<file path="src/rtl/menu_input_ctl_if.sv">
// Pushbutton inputs, downstream state feedback and conditioned outputs
// of the menu input front end.
interface menu_input_ctl_if;
    logic       btnC_raw;
    logic       btnL_raw;
    logic       btnR_raw;
    logic       btnU_raw;
    logic       btnD_raw;
    logic [2:0] app_state;
    logic       btnC;
    logic       btnL;
    logic       btnR;
    logic [2:0] menu_state;
    logic       cursor_moved;

    modport master (
        output btnC_raw, btnL_raw, btnR_raw, btnU_raw, btnD_raw,
        output app_state,
        input  btnC, btnL, btnR, menu_state, cursor_moved
    );

    modport slave (
        input  btnC_raw, btnL_raw, btnR_raw, btnU_raw, btnD_raw,
        input  app_state,
        output btnC, btnL, btnR, menu_state, cursor_moved
    );
endinterface

</file>
<file path="src/rtl/menu_input_ctl.sv">
// Button conditioning (sync, debounce, press pulse) and menu cursor
// with wrap-around and auto-repeat on up/down.
module menu_input_ctl #(
    parameter int DB_CYCLES    = 1_000_000,
    parameter int REPEAT_DELAY = 50_000_000,
    parameter int REPEAT_RATE  = 15_000_000,
    parameter int NUM_ITEMS    = 4
) (
    input  logic clk,
    input  logic rst_n,
    menu_input_ctl_if.slave bus
);
    localparam int CW   = $clog2(DB_CYCLES + 1);
    localparam int RMAX = (REPEAT_DELAY > REPEAT_RATE) ? REPEAT_DELAY
                                                       : REPEAT_RATE;
    localparam int RW   = $clog2(RMAX + 1);
    localparam logic [2:0]    NI   = 3'(NUM_ITEMS);
    localparam logic [CW-1:0] DBM1 = CW'(DB_CYCLES - 1);
    localparam logic [RW-1:0] RDLY = RW'(REPEAT_DELAY);
    localparam logic [RW-1:0] RRAT = RW'(REPEAT_RATE);

    // bit order: 0=C 1=L 2=R 3=U 4=D
    logic [4:0] raw;
    logic [4:0] s1_q, s2_q;
    logic [4:0] stable_q, stable_d;
    logic [4:0] pulse_q, pulse_d;
    logic [CW-1:0] cnt_q [5];
    logic [CW-1:0] cnt_d [5];

    // repeat state, index 0=U 1=D
    logic [RW-1:0] rep_q [2];
    logic [RW-1:0] rep_d [2];
    logic [1:0]    ph_q, ph_d;
    logic [1:0]    rstep;
    logic          menu_en;
    logic          step_u, step_d;

    logic [2:0] ms_q, ms_d;
    logic       moved_q, moved_d;

    assign raw = {bus.btnD_raw, bus.btnU_raw, bus.btnR_raw,
                  bus.btnL_raw, bus.btnC_raw};

    always_comb begin
        stable_d = stable_q;
        pulse_d  = '0;
        for (int b = 0; b < 5; b++) begin
            cnt_d[b] = '0;
            if (s2_q[b] != stable_q[b]) begin
                if (cnt_q[b] == DBM1) begin
                    stable_d[b] = s2_q[b];
                    pulse_d[b]  = s2_q[b];
                end else begin
                    cnt_d[b] = cnt_q[b] + CW'(1);
                end
            end
        end
    end

    assign menu_en = (bus.app_state == 3'd0);

    // Counter starts at 1 on the press pulse; phase 0 waits for the
    // initial delay, phase 1 for the repeat period.
    always_comb begin
        ph_d  = ph_q;
        rstep = '0;
        for (int d = 0; d < 2; d++) begin
            rep_d[d] = rep_q[d];
            if (!stable_q[3+d] || !menu_en) begin
                rep_d[d] = '0;
                ph_d[d]  = 1'b0;
            end else if (pulse_q[3+d]) begin
                rep_d[d] = RW'(1);
                ph_d[d]  = 1'b0;
            end else if (rep_q[d] != '0) begin
                if ((!ph_q[d] && rep_q[d] == RDLY) ||
                    (ph_q[d] && rep_q[d] == RRAT)) begin
                    rstep[d] = 1'b1;
                    rep_d[d] = RW'(1);
                    ph_d[d]  = 1'b1;
                end else begin
                    rep_d[d] = rep_q[d] + RW'(1);
                end
            end
        end
    end

    assign step_u = menu_en && (pulse_q[3] || rstep[0]);
    assign step_d = menu_en && (pulse_q[4] || rstep[1]);

    always_comb begin
        ms_d = ms_q;
        if (step_d && !step_u)
            ms_d = (ms_q >= NI) ? 3'd1 : ms_q + 3'd1;
        else if (step_u && !step_d)
            ms_d = (ms_q <= 3'd1) ? NI : ms_q - 3'd1;
        moved_d = (ms_d != ms_q);
    end

    always_ff @(posedge clk or negedge rst_n) begin
        if (!rst_n) begin
            s1_q     <= '0;
            s2_q     <= '0;
            stable_q <= '0;
            pulse_q  <= '0;
            for (int b = 0; b < 5; b++) cnt_q[b] <= '0;
            for (int d = 0; d < 2; d++) rep_q[d] <= '0;
            ph_q     <= '0;
            ms_q     <= 3'd1;
            moved_q  <= 1'b0;
        end else begin
            s1_q     <= raw;
            s2_q     <= s1_q;
            stable_q <= stable_d;
            pulse_q  <= pulse_d;
            for (int b = 0; b < 5; b++) cnt_q[b] <= cnt_d[b];
            for (int d = 0; d < 2; d++) rep_q[d] <= rep_d[d];
            ph_q     <= ph_d;
            ms_q     <= ms_d;
            moved_q  <= moved_d;
        end
    end

    assign bus.btnC         = pulse_q[0];
    assign bus.btnL         = pulse_q[1];
    assign bus.btnR         = pulse_q[2];
    assign bus.menu_state   = ms_q;
    assign bus.cursor_moved = moved_q;
endmodule

</file>
<file path="src/flat_wrapper.sv">
// flat-port wrapper written by rule: the top's interface ports become plain ports
module menu_input_ctl_flat 
#(
    parameter int DB_CYCLES    = 1_000_000,
    parameter int REPEAT_DELAY = 50_000_000,
    parameter int REPEAT_RATE  = 15_000_000,
    parameter int NUM_ITEMS    = 4
)
  (clk, rst_n, bus_btnC_raw, bus_btnL_raw, bus_btnR_raw, bus_btnU_raw, bus_btnD_raw, bus_app_state, bus_btnC, bus_btnL, bus_btnR, bus_menu_state, bus_cursor_moved);
  menu_input_ctl_if bus_i ();
  input  logic clk;
  input  logic rst_n;
  input wire logic [$bits(bus_i.btnC_raw)-1:0] bus_btnC_raw;
  input wire logic [$bits(bus_i.btnL_raw)-1:0] bus_btnL_raw;
  input wire logic [$bits(bus_i.btnR_raw)-1:0] bus_btnR_raw;
  input wire logic [$bits(bus_i.btnU_raw)-1:0] bus_btnU_raw;
  input wire logic [$bits(bus_i.btnD_raw)-1:0] bus_btnD_raw;
  input wire logic [$bits(bus_i.app_state)-1:0] bus_app_state;
  output wire logic [$bits(bus_i.btnC)-1:0] bus_btnC;
  output wire logic [$bits(bus_i.btnL)-1:0] bus_btnL;
  output wire logic [$bits(bus_i.btnR)-1:0] bus_btnR;
  output wire logic [$bits(bus_i.menu_state)-1:0] bus_menu_state;
  output wire logic [$bits(bus_i.cursor_moved)-1:0] bus_cursor_moved;
  assign bus_i.btnC_raw = bus_btnC_raw;
  assign bus_i.btnL_raw = bus_btnL_raw;
  assign bus_i.btnR_raw = bus_btnR_raw;
  assign bus_i.btnU_raw = bus_btnU_raw;
  assign bus_i.btnD_raw = bus_btnD_raw;
  assign bus_i.app_state = bus_app_state;
  assign bus_btnC = bus_i.btnC;
  assign bus_btnL = bus_i.btnL;
  assign bus_btnR = bus_i.btnR;
  assign bus_menu_state = bus_i.menu_state;
  assign bus_cursor_moved = bus_i.cursor_moved;
  menu_input_ctl #(.DB_CYCLES(DB_CYCLES), .REPEAT_DELAY(REPEAT_DELAY), .REPEAT_RATE(REPEAT_RATE), .NUM_ITEMS(NUM_ITEMS)) u_core (.clk(clk), .rst_n(rst_n), .bus(bus_i));
endmodule
</file>
<file path="config.mk">
export PLATFORM = sky130hd
export DESIGN_NAME = menu_input_ctl_flat
export DESIGN_NICKNAME = d
export VERILOG_FILES = /design/src/rtl/menu_input_ctl_if.sv /design/src/rtl/menu_input_ctl.sv /design/src/flat_wrapper.sv
export SDC_FILE = /design/constraint.sdc
export NUM_CORES = 1
export LEC_CHECK = 0
export BUFFER_PORTS_ARGS = -buffer_cell sky130_fd_sc_hd__buf_2
export CORE_UTILIZATION = 55
export DETAILED_ROUTE_END_ITERATION = 7
export PLACE_DENSITY = 0.77
export SLEW_MARGIN = 20
export SYNTH_ARGS = -nofsm -noshare
export SYNTH_HDL_FRONTEND = slang
export SYNTH_SLANG_ARGS = --single-unit
</file>
<file path="constraint.sdc">
create_clock -name clk -period 3.87 [get_ports clk]
set_input_delay 0.5805 -clock clk [delete_from_list [all_inputs] [get_ports clk]]
set_output_delay 0.5805 -clock clk [all_outputs]
set_load 0.02 [all_outputs]
</file>
* Word level (Yosys, flattened, before mapping) *
Index checks and enable logic that the tools add are counted.

storage, ports and cells
  latch bits = 0
  RAM bits = 0
  register bits after elaboration = 178
  logic and storage cells = 128
  output and inout bits = 7
  memories kept = 0
  bits in read-only memories = 0
  bits of input ports = 10

operators by class
  shift operators = 0
  bitwise logic cells = 0
  mux-type cells = 48
  eq/ne operators = 15
  divide/modulo/power cells = 0
  $add $sub $neg = 9
  multiply operators = 0
  reductions and logical operators = 35
  order comparisons = 2

operators by type and width
  cell                   count
  $mux 26                8
  $mux 20                10
  $add 20x1->20 const B  5
  $eq 20x20->1 const B   5
  $add 26x1->26 const B  2
  $eq 26x24->1 const B   2
  $eq 26x26->1 const B   2
  $reduce_bool 26->1     2
  $mux 1                 26
  $reduce_and 2->1       7
  $mux 3                 4
  $reduce_bool 3->1      4
  $logic_and 1x1->1      8
  $logic_not 1->1        7
  $logic_or 1x1->1       6
  $ne 1x1->1             5
  $add 3x1->3 const B    1
  $ge 3x3->1 const B     1
  $le 3x1->1 const B     1
  $logic_not 3->1        1
  $ne 3x3->1             1
  $sub 3x1->3 const B    1

* Depth between registers and ports, before layout *
  word-level depth = 14
  gate-level depth with buffers = 9
  depth with buffers taken out = 8

* Worst setup path after synthesis *
OpenSTA, ideal clock, no wires.

  kind = reg2reg
  start = register u_core.rep_q[30] (netlist bit)
  end = register u_core.ms_q[2], in the netlist u_core.bus.menu_state[2]
  period minus slack after synthesis = 2900 ps
  setup slack = 970 ps
  arrival time = 2774 ps
  setup time = 126 ps
  buffers on the path = 1
  required time = 3744 ps
  stages on the path, launching flop included = 8
  cells stage by stage = dfrtp_1 > or4_1 > or4_1 > or4_1 > buf_2 > a31oi_4 > mux2i_1 > a221o_1

on the way
  cells in the longest elaborated chain, start to end = 12
  elaborated cells on any way between the ends = 17
  those cells by class = eq/ne (2); mux (6); reduce/logical (9)

RTL lines
  what                                                         line                                        source
  from (decl)                                                  menu_input_ctl.sv:31                        logic [RW-1:0] rep_q [2];
  $eq 26x26->1 / $eq 26x24->1 (equally long branches)          menu_input_ctl.sv:76, menu_input_ctl.sv:77
  $logic_and 1x1->1, on equally long branches                  menu_input_ctl.sv:76, menu_input_ctl.sv:77
  $logic_or 1x1->1                                             menu_input_ctl.sv:76                        if ((!ph_q[d] && rep_q[d] == RDLY) ||
  $mux 1                                                       menu_input_ctl.sv:76
  $mux 1 (*)                                                   menu_input_ctl.sv:75                        end else if (rep_q[d] != '0) begin
  $mux 1 (*)                                                   menu_input_ctl.sv:72                        end else if (pulse_q[3+d]) begin
  $mux 1 (*)                                                   menu_input_ctl.sv:69                        if (!stable_q[3+d] || !menu_en) begin
  $logic_or 1x1->1 (*)                                         menu_input_ctl.sv:88                        assign step_u = menu_en && (pulse_q[3] || rstep[0]);
  $logic_and 1x1->1 (*)                                        menu_input_ctl.sv:88
  $logic_and 1x1->1 / $logic_not 1->1 (equally long branches)  menu_input_ctl.sv:95, menu_input_ctl.sv:93
  $mux 3 / $logic_and 1x1->1 (equally long branches)           menu_input_ctl.sv:95, menu_input_ctl.sv:93
  $mux 3 (*)                                                   menu_input_ctl.sv:93                        if (step_d && !step_u)
  net u_core.ms_d[2]                                           menu_input_ctl.sv:38                        logic [2:0] ms_q, ms_d;
  to (signal assigned)                                         menu_input_ctl.sv:119                       ms_q <= ms_d;
  to (decl)                                                    menu_input_ctl.sv:38

The timed path passes the listed nets; every way through them passes the cells marked *.
A chain may end at the register's enable or synchronous reset.

* Worst setup path after layout *
Same ends and word-level chain as after synthesis.

==> results.sh <==
export IMPL_synth_main_ff_cell="dfrtp_1"
export IMPL_die_w_um=126
export IMPL_nets=912
export IMPL_hold_violations=0
export IMPL_hold_path_class="input port to asynchronous set/reset pin"
export IMPL_cts_root_buf="clkbuf_16"
export IMPL_cp_data_required_time_ns=4.18
export IMPL_clkSinkCount=178
export IMPL_cts_hold_buf=0
export IMPL_cts_tree="done"
export IMPL_core_area_mm2=0.0151
export IMPL_grt_total_usage_pct=20.9
export IMPL_r2r_slack_ns=0.73
export IMPL_r2r_start="u_core.rep_q[30]"
export IMPL_drive_gt1_share_pct=7.10
export IMPL_cts_repair_resized=0
export IMPL_relSlewSlack_pct=37.8
export IMPL_synthToLayoutAreaGrowth_pct=10.8
export IMPL_fillCellCount=1191
export IMPL_ios=17
export IMPL_worst_path_most_repeated_cell="or4_1"
export IMPL_fin_total_pwr_mw=3.75
export IMPL_cp_max_fo=8
export IMPL_grt_pass1_vias=5811
export IMPL_holdWs_ns=0.244
export IMPL_wl_um=15500
export IMPL_finalCritPeriodShare_pct=81.1
export IMPL_antenna_found_initial=0
export IMPL_vdd_drop_max_mv=0.309
export IMPL_cpMaxStageDelayCell="or4_1"
export IMPL_synth_edff_count=0
export IMPL_regArea_mm2=0.00446
export IMPL_dieArea_mm2=0.0160
export IMPL_period_needed_ns=3.14
export IMPL_worst_setup_path_start_kind="register"
export IMPL_syn_num_nets=886
export IMPL_path_cells="or4_1 > or4_1 > or4_1 > a31oi_4 > mux2i_1 > a221o_1"
export IMPL_dp_hpwl_um=10000
export IMPL_fmax_mhz=319
export IMPL_tightestPinTransition_ns=0.934
export IMPL_worstSetupPathType="register to register"
export IMPL_syn_inst=863
export IMPL_firstDrtPassIters=5
export IMPL_cp_arrival_ns=3.45
export IMPL_multiInputGateArea_mm2=0.00393
export IMPL_syn_area_per_cell_um2=9.87
export IMPL_syn_cell_area_mm2=0.00852
export IMPL_ys_seq_area_share_pct=52.3
export IMPL_routed_via_count=6039
export IMPL_initial_core_util_pct=56.2
export IMPL_routed_via_density=5.54
export IMPL_power_density_mw_per_mm2=398
export IMPL_port_buffers=16
export IMPL_fp_row_count=45
export IMPL_die_h_um=126
export IMPL_finalSetupViolations=0
export IMPL_path_clk_slew_ns=0.07
export IMPL_rr_worst_depth=6
export IMPL_synthArstFlopShare_pct=100
export IMPL_critical_path_max_stage_delay_ns=0.68
export IMPL_fin_setup_tns_ns=0
export IMPL_clk_latency_ns=0.43
export IMPL_wl_per_cell_um=14.2
export IMPL_p_leak_nw=3.99
export IMPL_cts_buffers=17
export IMPL_maxCapViolCount=0
export IMPL_overflow=0
export IMPL_cts_max_path_buffers=2
export IMPL_routabilityCongestion=0.851
export IMPL_synth_seq_cells=178
export IMPL_rsz0062_at_grt="false"
export IMPL_grt_max_degree=105
export IMPL_post_cts_repair_setup_buffers=0
export IMPL_outcome="completed"
export IMPL_r2r_end="u_core.bus.menu_state[2]"
export IMPL_clock_skew_ns=0.00826
export IMPL_ctsHtreeMaxLevel=4
export IMPL_antenna_left=0
export IMPL_n_antenna_cell=0
export IMPL_drt_iter0_drc=445
export IMPL_drc=0
export IMPL_worst_setup_path_end_kind="register"
export IMPL_yosys_warnings=0
export IMPL_grt_pass1_wl_um=26900
export IMPL_drv_slew=0
export IMPL_synth_cell_types=45
[cell families after synthesis]
logic type,synth area share (%)
buffers and inverters,1.60
multiplexers,0.779
AND/OR/NAND/NOR,26.9
adder cells (fa/ha/maj),1.91
flip-flops,52.3
XOR/XNOR,13.8
AO/OA/AOI/OAI,2.72
[cells in the final DEF (no fill, tap or decap), drive strengths merged, types with 18 or more instances in the layout]
| cell | n |
|---|---|
| nor2 | 171 |
| xnor2 | 61 |
| dfrtp | 177 |
| inv | 27 |
| xor2 | 73 |
| nand3 | 63 |
| clkbuf | 18 |
| nor3 | 26 |
| nand4 | 25 |
| and3 | 18 |
| nand2 | 63 |
| buf | 20 |
[power by group]
group	switching, mW	total (mW)	internal [mW]
clock network	0.747	1.77	1.03
registers	0.0151	1.89	1.88
logic	0.0647	0.0870	0.0224
[critical path: cells and delay by family, from the launching register on]
family | cells | cell delay, ns
multiplexers | 1 | 0.16
AND/OR/NAND/NOR | 3 | 1.73
flip-flops | 1 | 0.43
AO/OA/AOI/OAI | 2 | 0.69
[state kept, by name, indices dropped and copies added, names as in the netlist]
register	count
u_core.ph_q	2
u_core.pulse_q	5
u_core.bus.cursor_moved	1
u_core.rep_q	52
u_core.stable_q	5
u_core.cnt_q	100
u_core.s1_q	5
u_core.bus.menu_state	3
u_core.s2_q	5
[per-stage QoR]
stage / area (um^2) / std cells / setup WS [ns] / util (%)
after global routing: 9440 / 1090 / 0.591 / 62.3
after floorplan: 8520 / 863 / 0.970 / -
final: 9440 / 1090 / 0.733 / 62.3
after detailed placement: 8830 / 1058 / 0.737 / 58.3
after global placement: 8830 / 1058 / 0.835 / 58.3
after CTS: 9440 / 1090 / 0.740 / 62.3
[layout make-up]
type,count,share of cell area (%)
Timing Repair Buffer,20,1.37
Sequential cell,178,47.2
Clock buffer,18,4.55
Tap cell,188,2.49
Multi-Input combinational cell,649,41.6
Clock inverter,14,1.90
Inverter,23,0.915
[worst max path at each step]
stage                     depth (start not counted)             start                        to  slack [ns]
after floorplan                                   7  u_core.rep_q[30]  u_core.bus.menu_state[2]        0.97
after global placement                            6  u_core.rep_q[30]  u_core.bus.menu_state[2]        0.84
after detailed placement                          6  u_core.rep_q[30]  u_core.bus.menu_state[2]        0.74
after CTS                                         6  u_core.rep_q[30]  u_core.bus.menu_state[2]        0.74
after global routing                              6  u_core.rep_q[30]  u_core.bus.menu_state[2]        0.59
final                                             6  u_core.rep_q[30]  u_core.bus.menu_state[2]        0.73
[synth_stat cells (8+ instances only)]
| library cell | number | share of area (%) |
|---|---|---|
| dfrtp_1 | 177 | 52 |
| nor2_1 | 171 | 7.5 |
| xor2_1 | 73 | 7.5 |
| nand2_1 | 63 | 2.8 |
| nand3_1 | 63 | 3.7 |
| xnor2_1 | 61 | 6.3 |
| nor3_1 | 26 | 1.5 |
| nand4_1 | 25 | 1.8 |
| inv_1 | 23 | 1.0 |
| and3_1 | 18 | 1.3 |
| nor4_1 | 16 | 1.2 |
| a21oi_1 | 14 | 0.82 |
| and4_1 | 14 | 1.4 |
| ha_1 | 13 | 1.9 |
| clkbuf_1 | 12 | 0.53 |
| or3_1 | 11 | 0.81 |
| and2_1 | 10 | 0.73 |
| o21ai_0 | 8 | 0.47 |
[metal layers]
metal  global-route usage, %  routed length, um
met1                    28.7               7470
met2                    33.1               7270
met3                    4.30                454
met4                    7.73                253
met5                       0                  0
Note: power is estimated with default switching activity, not from simulation.
